### config.mk
export PLATFORM = sky130hd
export DESIGN_NAME = level_pwm
export DESIGN_NICKNAME = d
export VERILOG_FILES = /design/src/rtl/level_pwm.sv
export SDC_FILE = /design/constraint.sdc
export NUM_CORES = 1
export LEC_CHECK = 0
export BUFFER_PORTS_ARGS = -buffer_cell sky130_fd_sc_hd__buf_4
export CELL_PAD_IN_SITES_DETAIL_PLACEMENT = 0
export CELL_PAD_IN_SITES_GLOBAL_PLACEMENT = 1
export CORE_AREA = 2 2 48 50
export DETAILED_ROUTE_END_ITERATION = 6
export DIE_AREA = 0 0 50 52
export PLACE_DENSITY = 0.75
export RECOVER_POWER = 25
export SLEW_MARGIN = 10
export SYNTH_ARGS = -nofsm -noshare
export SYNTH_HDL_FRONTEND = slang
export SYNTH_SLANG_ARGS = --single-unit
### constraint.sdc
create_clock -name clk -period 1.4 [get_ports clk]
set_clock_uncertainty 0.05 [all_clocks]
set_input_delay 0.07 -clock clk [delete_from_list [all_inputs] [get_ports clk]]
set_output_delay 0.07 -clock clk [all_outputs]
set_load 0.01 [all_outputs]
### src/rtl/level_pwm.sv
// Level-to-PWM converter: turns a 2-bit duty level into a 0/25/50/75% waveform whose
// duty only changes at period boundaries, with period-start and level-change pulses.
module level_pwm #(
    parameter int PRESCALE = 4,
    parameter int CNT_W    = 8
) (
    input  logic       clk,
    input  logic       reset_n,
    input  logic       en,
    input  logic [1:0] level,
    output logic       pwm_out,
    output logic       period_start,
    output logic       level_changed,
    output logic [1:0] active_level
);

    localparam int PSC_W = (PRESCALE > 1) ? $clog2(PRESCALE) : 1;

    localparam logic [PSC_W-1:0] PSC_ZERO = {PSC_W{1'b0}};
    localparam logic [PSC_W-1:0] PSC_ONE  = PSC_W'(1);
    localparam logic [PSC_W-1:0] PSC_LAST = PSC_W'(PRESCALE - 1);
    localparam logic [CNT_W-1:0] CNT_ZERO = {CNT_W{1'b0}};
    localparam logic [CNT_W-1:0] CNT_ONE  = CNT_W'(1);
    localparam logic [CNT_W-1:0] CNT_LAST = {CNT_W{1'b1}};

    logic             run_r;
    logic [PSC_W-1:0] psc_r;
    logic [CNT_W-1:0] cnt_r;
    logic             tick_s;
    logic             boundary_s;
    logic [CNT_W-1:0] duty_thresh_s;

    // Tick, boundary and duty threshold (level * quarter period, never reaches 2**CNT_W)
    always_comb begin
        tick_s        = run_r && en && (psc_r == PSC_LAST);
        boundary_s    = tick_s && (cnt_r == CNT_LAST);
        duty_thresh_s = CNT_W'(active_level) << (CNT_W - 2);
    end

    // Run/prescaler/period state, level latch and registered outputs
    always_ff @(posedge clk or negedge reset_n) begin
        if (!reset_n) begin
            run_r         <= 1'b0;
            psc_r         <= PSC_ZERO;
            cnt_r         <= CNT_ZERO;
            active_level  <= 2'b00;
            pwm_out       <= 1'b0;
            period_start  <= 1'b0;
            level_changed <= 1'b0;
        end else if (!en) begin
            run_r         <= 1'b0;
            psc_r         <= PSC_ZERO;
            cnt_r         <= CNT_ZERO;
            pwm_out       <= 1'b0;
            period_start  <= 1'b0;
            level_changed <= 1'b0;
        end else if (!run_r) begin
            run_r         <= 1'b1;
            psc_r         <= PSC_ZERO;
            cnt_r         <= CNT_ZERO;
            active_level  <= level;
            pwm_out       <= 1'b0;
            period_start  <= 1'b1;
            level_changed <= (level != active_level);
        end else begin
            // Compare uses the pre-edge counter, giving one clock of latency from cnt
            pwm_out <= (cnt_r < duty_thresh_s);
            if (tick_s) begin
                psc_r <= PSC_ZERO;
                cnt_r <= cnt_r + CNT_ONE;
            end else begin
                psc_r <= psc_r + PSC_ONE;
            end
            if (boundary_s) begin
                active_level  <= level;
                period_start  <= 1'b1;
                level_changed <= (level != active_level);
            end else begin
                period_start  <= 1'b0;
                level_changed <= 1'b0;
            end
        end
    end

endmodule
==> flow_metrics.tcl <==
set metrics [dict create \
    placement.io_buffers 9 \
    route.vias.total 613 \
    clk_latency_ns 0.28 \
    diodes 0 \
    syn-mean-instance-area_um2 10.9 \
    detailedPlacementHpwl_um 996 \
    first_global_vias 598 \
    core_area_um2 2110 \
    wp_data_required_ns 1.55 \
    synthTopCellsByArea "dfrtp_1 53%, ha_1 4.9%, xnor2_1 3.5%, xor2_1 3.5%, nand4_1 3.3%" \
    synth_seq_area_share 0.526 \
    ys.warnings.count 0 \
    groute.layer.met3.usage 0.0517 \
    synthDistinctLibCells 24 \
    synthAdderAreaFrac 0.0493 \
    irDropWorstVdd_uv 634 \
    grt_overflow_total 0 \
    instance_count_on_the_critical_path 4 \
    xor_and_xnor_fraction_of_the_mapped_netlist_area 0.0691 \
    worst_path_max_delay_cell "dfrtp_1" \
    place.gp.congestion 0.766 \
    critical_path_start_end_classification "flop to flop" \
    cp_data_arrival_time_ns 1.46 \
    grt.met2_usage 0.211 \
    crit-reg2reg-launch "cnt_r[0]" \
    finalSetupViolations 0 \
    netlist_instances 70 \
    clock_sink_count 16 \
    global_route_wire_length_before_repair_um 2600 \
    initial_core_util 0.361 \
    cts_root_buf "clkbuf_4" \
    tritoncts "yes" \
    clk_pin_slew_ns 0.09 \
    layout-drive-gt1-share 0.256 \
    synth-compound-area-share 0.107 \
    timing.reg2reg.worst_path_depth 4 \
    max_freq_mhz 760 \
    via_per_inst 5.19 \
    placement.setup.worst_slack_ns -0.00972 \
    crit_path_max_fanout 5 \
    synth.mux.area_fraction 0.0132 \
    finalNetCount 100 \
    critPathBufInv 0 \
    synthDominantAreaCellType "dfrtp_1" \
    cts-buffers-inserted 3 \
    grt_use_met1 0.174 \
    number_of_endpoints_with_negative_hold_slack_in_the_final_report 0 \
    finalHoldWorstSlack_ns 0.362 \
    ctsHtreeMaxLevel 1 \
    die-width_um 50 \
    drt-pass1-iter-count 4 \
    grt_most_used_layer "met2" \
    r2r_setup_slack_ns 0.08 \
    synth_top_area_frac 0.526 \
    dominant_combinational_cell_family_by_area_after_synthesis "simple AND/OR/NAND/NOR gates" \
    wl_per_cell_um 12.1 \
    ys_ff_latch 16 \
    drc_violations 0 \
    worstSetupEndpoint "level_changed" \
    maximum_number_of_pins_on_one_net_before_global_route_repair 17 \
    finalMaxSlewViolations 0 \
    worst_slew_pin_slew_ns 0.879 \
    number_of_filler_cells_placed_in_the_layout 200 \
    placementRows 17 \
    post_synth_and_or_nand_nor_area_fraction 0.215 \
    die_area_um2 2600 \
    slew_headroom 0.414 \
    final_min_period_over_clock_period 0.940 \
    drt_wl_total_um 1430 \
    total_leakage_power_nw 0.434 \
    utilization 0.464 \
    detailedRoute.firstIterationViolations 8 \
    cp-start-kind "flop" \
    worst_setup_path_startpoint "cnt_r[0]" \
    power.total_w 0.000850 \
    grt_antenna_before_repair 0 \
    critical_path.cell_chain "ha_2 -> and4_1 -> nand2_1 -> a221oi_2" \
    netlist_area_um2 761 \
    globalRouteTotalUtil 0.136 \
    number_of_violations_of_the_max_capacitance_limit 0 \
    timing.critical_path.slowest_cell_delay_ns 0.37 \
    final_critical_path_setup_slack_ns 0.0844 \
    timing.critical_path.max_delay_family "flip-flops" \
    worstSetupEndpointType "flop" \
    drt.antenna.violating_nets 0 \
    synthesis.nets 78 \
    synthToLayoutAreaGrowth_pct 28.5 \
    clk_path_buf_depth 2 \
    min_period_ns 1.32 \
    die_height_um 52 \
    hp-class "input pin to asynchronous set/reset pin" \
    power_density_nw_per_um2 870 \
    run_status "finished clean" \
    worstReg2RegEnd "level_changed" \
    floorplan.io_pins 10 \
]
==> cell families after synthesis <==
family,count (synthesis)
compound gates,13
xor+xnor,6
mux,1
fa+ha+maj,3
simple gates,28
flops,16
buf+inv,3
==> how the worst min path moves through the flow <==
stage | from | end | slack [ns] | cells past startpoint
5_1_grt | reset_n | psc_r[0] | 0.45 | 2
2_1_floorplan | reset_n | active_level[0] | -0.28 | 0
4_1_cts | reset_n | psc_r[0] | 0.11 | 2
3_3_place_gp | reset_n | level_changed | -0.11 | 1
3_5_place_dp | reset_n | level_changed | -0.11 | 1
6_report | reset_n | psc_r[0] | 0.36 | 2
==> sequential cells by signal, indices dropped and copies added (netlist names) <==
signal	flops
active_level	2
period_start	1
psc_r	2
run_r	1
cnt_r	8
level_changed	1
pwm_out	1
==> per-layer routing <==
layer / wire, µm / part of all wire / up-vias
met3: 66 / 0.046 / 0
met5: 0 / 0 / -
met1: 691 / 0.48 / 298
li1: - / - / 301
met2: 672 / 0.47 / 14
met4: 0 / 0 / 0
==> cell usage after synthesis <==
library cell	number
and3_1	1
a221oi_1	1
buf_4	1
a21oi_1	4
ha_1	3
nand2b_1	1
xor2_1	3
nor2_1	6
nand4_2	2
dfrtp_1	16
and4_2	1
nand4_1	4
o211ai_1	2
and4_1	1
xnor2_1	3
or3_1	3
nor2b_1	1
nand2_1	4
a22oi_1	2
nand3_1	4
mux2i_1	1
a211oi_1	1
inv_1	2
o21ai_0	3
==> where the power goes <==
group	leakage [nW]	internal [W]	switching, W
Clock	0.0138	0.000100	0.000138
Combinational	0.208	0.0000591	0.0000523
Sequential	0.213	0.000481	0.0000201
Total	0.434	0.000640	0.000210
==> placed cells by master, fill, tap and decap left out, drive strengths merged <==
cell type	instances
a221oi	1
nor2	6
and3	1
a22oi	2
nand2	4
a211oi	1
or3	3
o211ai	2
xor2	3
nand4	6
a21oi	4
buf	13
and4	2
nand3	4
clkbuf	4
inv	2
nand2b	1
nor2b	1
xnor2	3
dfrtp	16
dlygate4sd3	4
mux2i	1
o21ai	3
ha	3
==> per-stage QoR <==
step	TNS, ns	instance area (µm²)	instances
floorplan	0	761	70
global placement	0	878	109
detailed placement	-0.00972	878	109
CTS	0	953	117
global route	-0.0140	977	118
finish	0	977	118
==> timing repair <==
item	in CTS	in global routing
hold endpoints to repair	19	0
resized for setup	2	3
pin swaps	0	1
setup buffers	1	1
setup endpoints to repair	1	3
hold buffers	4	0
==> area by class of cell <==
class / instances / area, µm² / area share
sequential: 16 / 400 / 0.410
multi-input combinational: 51 / 370 / 0.379
timing repair buffer: 18 / 141 / 0.145
tap: 28 / 35.0 / 0.0359
clock buffer: 3 / 22.5 / 0.0230
inverter: 2 / 7.51 / 0.00768
(Power assumes the default switching activity.)
